==> src/rtl/control_unit.sv <==
// Main instruction decoder: maps a 4-bit opcode to ALU select, branch, operand-B
// source, register write and illegal flags, all registered with one cycle of latency.
module control_unit #(
  parameter int OPCODE_W = 4,
  parameter int ALUCTL_W = 2
) (
  input  logic                clk,
  input  logic                reset,
  input  logic [OPCODE_W-1:0] opcode,
  output logic [ALUCTL_W-1:0] ALUControl,
  output logic                Branch,
  output logic                ALUSrc,
  output logic                RegWrite,
  output logic                Illegal
);

  localparam logic [1:0] ALU_ADD = 2'b00;
  localparam logic [1:0] ALU_SUB = 2'b01;
  localparam logic [1:0] ALU_AND = 2'b10;
  localparam logic [1:0] ALU_OR  = 2'b11;

  logic [ALUCTL_W-1:0] alu_ctl_d, alu_ctl_q;
  logic                branch_d, branch_q;
  logic                alu_src_d, alu_src_q;
  logic                reg_write_d, reg_write_q;
  logic                illegal_d, illegal_q;

  // Opcode decode; anything outside the defined set, including X/Z, lands on the NOP/illegal row.
  always_comb begin
    alu_ctl_d   = ALU_ADD;
    branch_d    = 1'b0;
    alu_src_d   = 1'b0;
    reg_write_d = 1'b0;
    illegal_d   = 1'b1;
    case (opcode)
      4'b0000: begin alu_ctl_d = ALU_ADD; reg_write_d = 1'b1; illegal_d = 1'b0; end
      4'b0001: begin alu_ctl_d = ALU_SUB; reg_write_d = 1'b1; illegal_d = 1'b0; end
      4'b0010: begin alu_ctl_d = ALU_AND; reg_write_d = 1'b1; illegal_d = 1'b0; end
      4'b0011: begin alu_ctl_d = ALU_OR;  reg_write_d = 1'b1; illegal_d = 1'b0; end
      4'b0100: begin alu_ctl_d = ALU_ADD; alu_src_d = 1'b1; reg_write_d = 1'b1; illegal_d = 1'b0; end
      4'b0101: begin alu_ctl_d = ALU_SUB; alu_src_d = 1'b1; reg_write_d = 1'b1; illegal_d = 1'b0; end
      4'b0110: begin alu_ctl_d = ALU_SUB; branch_d = 1'b1; illegal_d = 1'b0; end
      4'b0111: begin alu_ctl_d = ALU_ADD; illegal_d = 1'b0; end
      default: begin
        alu_ctl_d   = ALU_ADD;
        branch_d    = 1'b0;
        alu_src_d   = 1'b0;
        reg_write_d = 1'b0;
        illegal_d   = 1'b1;
      end
    endcase
  end

  // Output registers; reset takes priority over the decode on the same edge.
  always_ff @(posedge clk) begin
    if (reset) begin
      alu_ctl_q   <= ALU_ADD;
      branch_q    <= 1'b0;
      alu_src_q   <= 1'b0;
      reg_write_q <= 1'b0;
      illegal_q   <= 1'b0;
    end else begin
      alu_ctl_q   <= alu_ctl_d;
      branch_q    <= branch_d;
      alu_src_q   <= alu_src_d;
      reg_write_q <= reg_write_d;
      illegal_q   <= illegal_d;
    end
  end

  assign ALUControl = alu_ctl_q;
  assign Branch     = branch_q;
  assign ALUSrc     = alu_src_q;
  assign RegWrite   = reg_write_q;
  assign Illegal    = illegal_q;

endmodule

==> config.mk <==
export PLATFORM = sky130hd
export DESIGN_NAME = control_unit
export DESIGN_NICKNAME = d
export VERILOG_FILES = /design/src/rtl/control_unit.sv
export SDC_FILE = /design/constraint.sdc
export NUM_CORES = 1
export LEC_CHECK = 0
export ABC_AREA = 1
export BUFFER_PORTS_ARGS = -buffer_cell sky130_fd_sc_hd__buf_2
export CAP_MARGIN = 40
export CELL_PAD_IN_SITES_DETAIL_PLACEMENT = 0
export CELL_PAD_IN_SITES_GLOBAL_PLACEMENT = 1
export CORE_AREA = 2 2 39 41
export DETAILED_ROUTE_END_ITERATION = 12
export DIE_AREA = 0 0 41 43
export PLACE_DENSITY_LB_ADDON = 0.2
export REMOVE_ABC_BUFFERS = 1
export SYNTH_ARGS = -nofsm -noshare
export SYNTH_HDL_FRONTEND = slang
export SYNTH_SLANG_ARGS = --single-unit
==> constraint.sdc <==
create_clock -name clk -period 0.8 [get_ports clk]
set_input_delay 0.12 -clock clk [delete_from_list [all_inputs] [get_ports clk]]
set_output_delay 0.12 -clock clk [all_outputs]
set_load 0.1 [all_outputs]
* Yosys cells after proc, flatten, opt, wreduce, memory -nomap -nowiden
Cells that the tools add are included.
Operators by class: add/sub/neg operators 0, multipliers 0, divide/modulo/power cells 0, magnitude comparators 0, equality and inequality tests 7, shifts and indexed selects 0, muxes and demuxes 5, bitwise gates (word level) 0, reduce and logical (&&, ||, !) cells 5
Operator list (number):
- 4-bit by 3-bit == test with 1-bit output, second input constant | 4
- 4-bit by 2-bit == test with 1-bit output, second input constant | 2
- 8-bit OR reduction | 1
- 2-bit case mux with 3 select lines | 1
- 6-bit OR reduction | 1
- 4-bit by 1-bit == test with 1-bit output, second input constant | 1
- 4-bit logical NOT | 1
- 1-bit two-way mux | 4
- 3-bit OR reduction | 1
- 2-bit OR reduction | 1
Storage, ports and cells: flip-flop bits (word level) 6, latch bits 0, memory bits (writable) 0, ROM bits 0, input bits 6, output and inout bits 6, logic and storage cells 22, memories 0

* Logic depth before layout (Yosys ltp)
word-level depth 3, depth in mapped cells 4, depth with buffers taken out 4

* Worst setup path after synthesis
OpenSTA, ideal clock, no wires.
path type reg2out, start register alu_ctl_q[0], in the netlist ALUControl[0], end output ALUControl[0], data arrival time 909 ps, data required time 680 ps, path slack -229 ps, stages on the path, launching flop included 1, buffers on the path 0, path through dfxtp_1
RTL lines:
- from (decl) | line 22 | logic [ALUCTL_W-1:0] alu_ctl_d, alu_ctl_q;
- from (signal assigned) | line 63 | alu_ctl_q <= alu_ctl_d;
- to (decl) | line 10 | output logic [ALUCTL_W-1:0] ALUControl,
No word-level cell between the ends.

* Worst setup path after layout
start register illegal_q, in the netlist Illegal, end output Illegal
RTL lines:
- from (decl) | line 26 | logic illegal_d, illegal_q;
- from (signal assigned) | line 67 | illegal_q <= illegal_d;
- to (decl) | line 14 | output logic Illegal
No word-level cell between the ends.

==> results.yml <==
placed_design:
  io_buffers: 11
  hpwlAfterDp_um: 307.5
  dp_cells: 51
  postPlaceCellArea_um2: 366.6
  place_congestion: 0.6253
synth:
  synth_seq_area_share: 0.5963
  synth_cells: 24
  syn_area_um2: 201.4
  synth_seq_cells: 6
  yosysUniqueCellTypes: 10
  yosys_warnings: 0
  synth.avg_cell_area_um2: 8.393
final_layout:
  n_antenna_cell: 0
  final_cells: 54
  layout_common_cells: "dfxtp_2, inv_1, buf_12"
  finish.utilization: 0.2866
  layout.nets: 46
  fin_area_um2: 396.6
  fillers: 146
  drive_gt1_frac: 0.6316
  area_growth_syn_to_layout_pct: 96.89
setup_path:
  cpMaxStageDelayCell: "dfxtp_2"
  crit_type: "reg -> out"
  worstPathArrival_ns: 0.74
  slowest_delay_ns: 0.34
  cp-end-kind: "output pin"
  cp_max_fo: 1
  worst-path-buf-inv: 1
  critPathLaunchType: "flop"
  crit_family: "flip-flops"
  required_ns: 0.68
  worstPathCellList: "buf_12"
hold_path:
  hold_path_end: "Illegal"
  holdPathStages: 2
  hp-class: "in -> reg"
  min_from: "reset"
global_routing:
  grt_pass1_vias: 140
  grt_pass1_wl_um: 489
  grt_start_max_net_pins: 4
  antenna_found_initial: 0
  grt.total_usage: 0.05025
  gr-total-overflow: 0
job:
  max_cap_violations: 0
route:
  wl_per_cell_um: 6.278
  drc_errors: 0
  via_per_inst: 3.296
  routed_wl_um: 339
  dr_total_vias: 178
  drt_iter0_drc: 0
  ant_nets: 0
  drt-pass1-iter-count: 1
clock_network:
  clock-sinks: 6
  cts_hold_buf: 0
  clk_pin_slew_ns: 0.04
  clock_path_buffers: 2
  cts_made_buffers: 3
  cts_tree: "yes"
  cts_root_buf: "clkbuf_4"
  cts.htree.levels: 1
timing:
  whs_ns: 0.07911
  rsz0062_at_grt: "true"
  tightest_slew_ns: 0.1455
  max_freq_ghz: 1.159
  fin_crit_ns: 0.8627
  setup_viol: 6
  final_hold_viol_count: 0
  maxSlewViolCount: 0
  fin_crit_sh: 1.078
  setup_slack_ns: -0.06268
  max-slew-margin-rel: 0.9022
pwr:
  leakage_nw: 0.2048
  finalPower_uw: 755.9
  cellPowerDensity_nw_per_um2: 1906
  ir_worst_vdd_uv: 329.7
floorplan:
  dieArea_um2: 1763
  die_y_um: 43
  die_w_um: 41
  initial_core_util: 0.1456
  core_um2: 1384
  ios: 12
  std_cell_rows: 14
status:
  violations: "setup timing"
  outcome: "complete, but fails checks"
-- routing by layer --
layer,vias to the layer above,global-route usage,share of wire
met5,-,0,0
met1,74,0.04516,0.34
li1,97,-,-
met4,0,0.1200,0
met2,7,0.05313,0.56
met3,0,0.005236,0.091
-- power by group --
| part | internal [mW] | switching, mW | leakage (nW) | total [mW] |
|---|---|---|---|---|
| logic | 0.0604 | 0.111 | 0.139 | 0.171 |
| registers | 0.314 | 0.00895 | 0.0516 | 0.323 |
| clock network | 0.169 | 0.0925 | 0.0138 | 0.261 |
-- repair_timing --
| action | in CTS | in global routing |
|---|---|---|
| endpoints found under the setup margin | 6 | 6 |
| buffers inserted | 0 | 0 |
| resized for setup | 6 | 0 |
-- area by class of cell --
type	instances	area (um2)	share of cell area
tap	16	20.02	0.05047
inverter	7	26.28	0.06625
timing repair buffer	11	145.1	0.3659
clock buffer	3	22.52	0.05678
multi-input combinational	11	55.05	0.1388
sequential	6	127.6	0.3218
-- synthesized netlist by cell type --
| master | number | area share |
|---|---|---|
| dfxtp_1 | 6 | 0.60 |
| inv_1 | 6 | 0.11 |
| nand2_1 | 4 | 0.075 |
| nor2_1 | 2 | 0.037 |
| inv_2 | 1 | 0.019 |
| nand2_2 | 1 | 0.031 |
| nand3_1 | 1 | 0.025 |
| nand3_2 | 1 | 0.050 |
| nor2_2 | 1 | 0.031 |
| nor3_1 | 1 | 0.025 |
-- worst max-delay path by stage --
stage / cells after the start / slack (ns) / endpoint / from
2_1_floorplan: 0 / -0.23 / ALUControl[0] / ALUControl[0]
3_3_place_gp: 1 / 0.16 / Illegal / Illegal
3_5_place_dp: 1 / 0.15 / Illegal / Illegal
4_1_cts: 1 / -0.08 / Illegal / Illegal
5_1_grt: 1 / -0.09 / Illegal / Illegal
6_report: 1 / -0.06 / Illegal / Illegal
-- sequential cells by signal (all words and copies together), names as in the netlist --
| signal | count |
|---|---|
| Illegal | 1 |
| RegWrite | 1 |
| ALUSrc | 1 |
| Branch | 1 |
| ALUControl | 2 |
-- through the flow --
step / setup WS [ns] / TNS [ns]
5_1_grt: -0.08873 / -0.5092
4_1_cts: -0.07793 / -0.4132
2_1_floorplan: -0.2290 / -1.374
3_3_place_gp: 0.1620 / 0
3_5_place_dp: 0.1473 / 0
6_report: -0.06268 / -0.3376
-- logic make-up after synthesis --
kind of cell | share of synthesized area
buffers and inverters | 0.1304
flip-flops | 0.5963
AND/OR/NAND/NOR | 0.2733
Power figures use the tool's default switching activity.
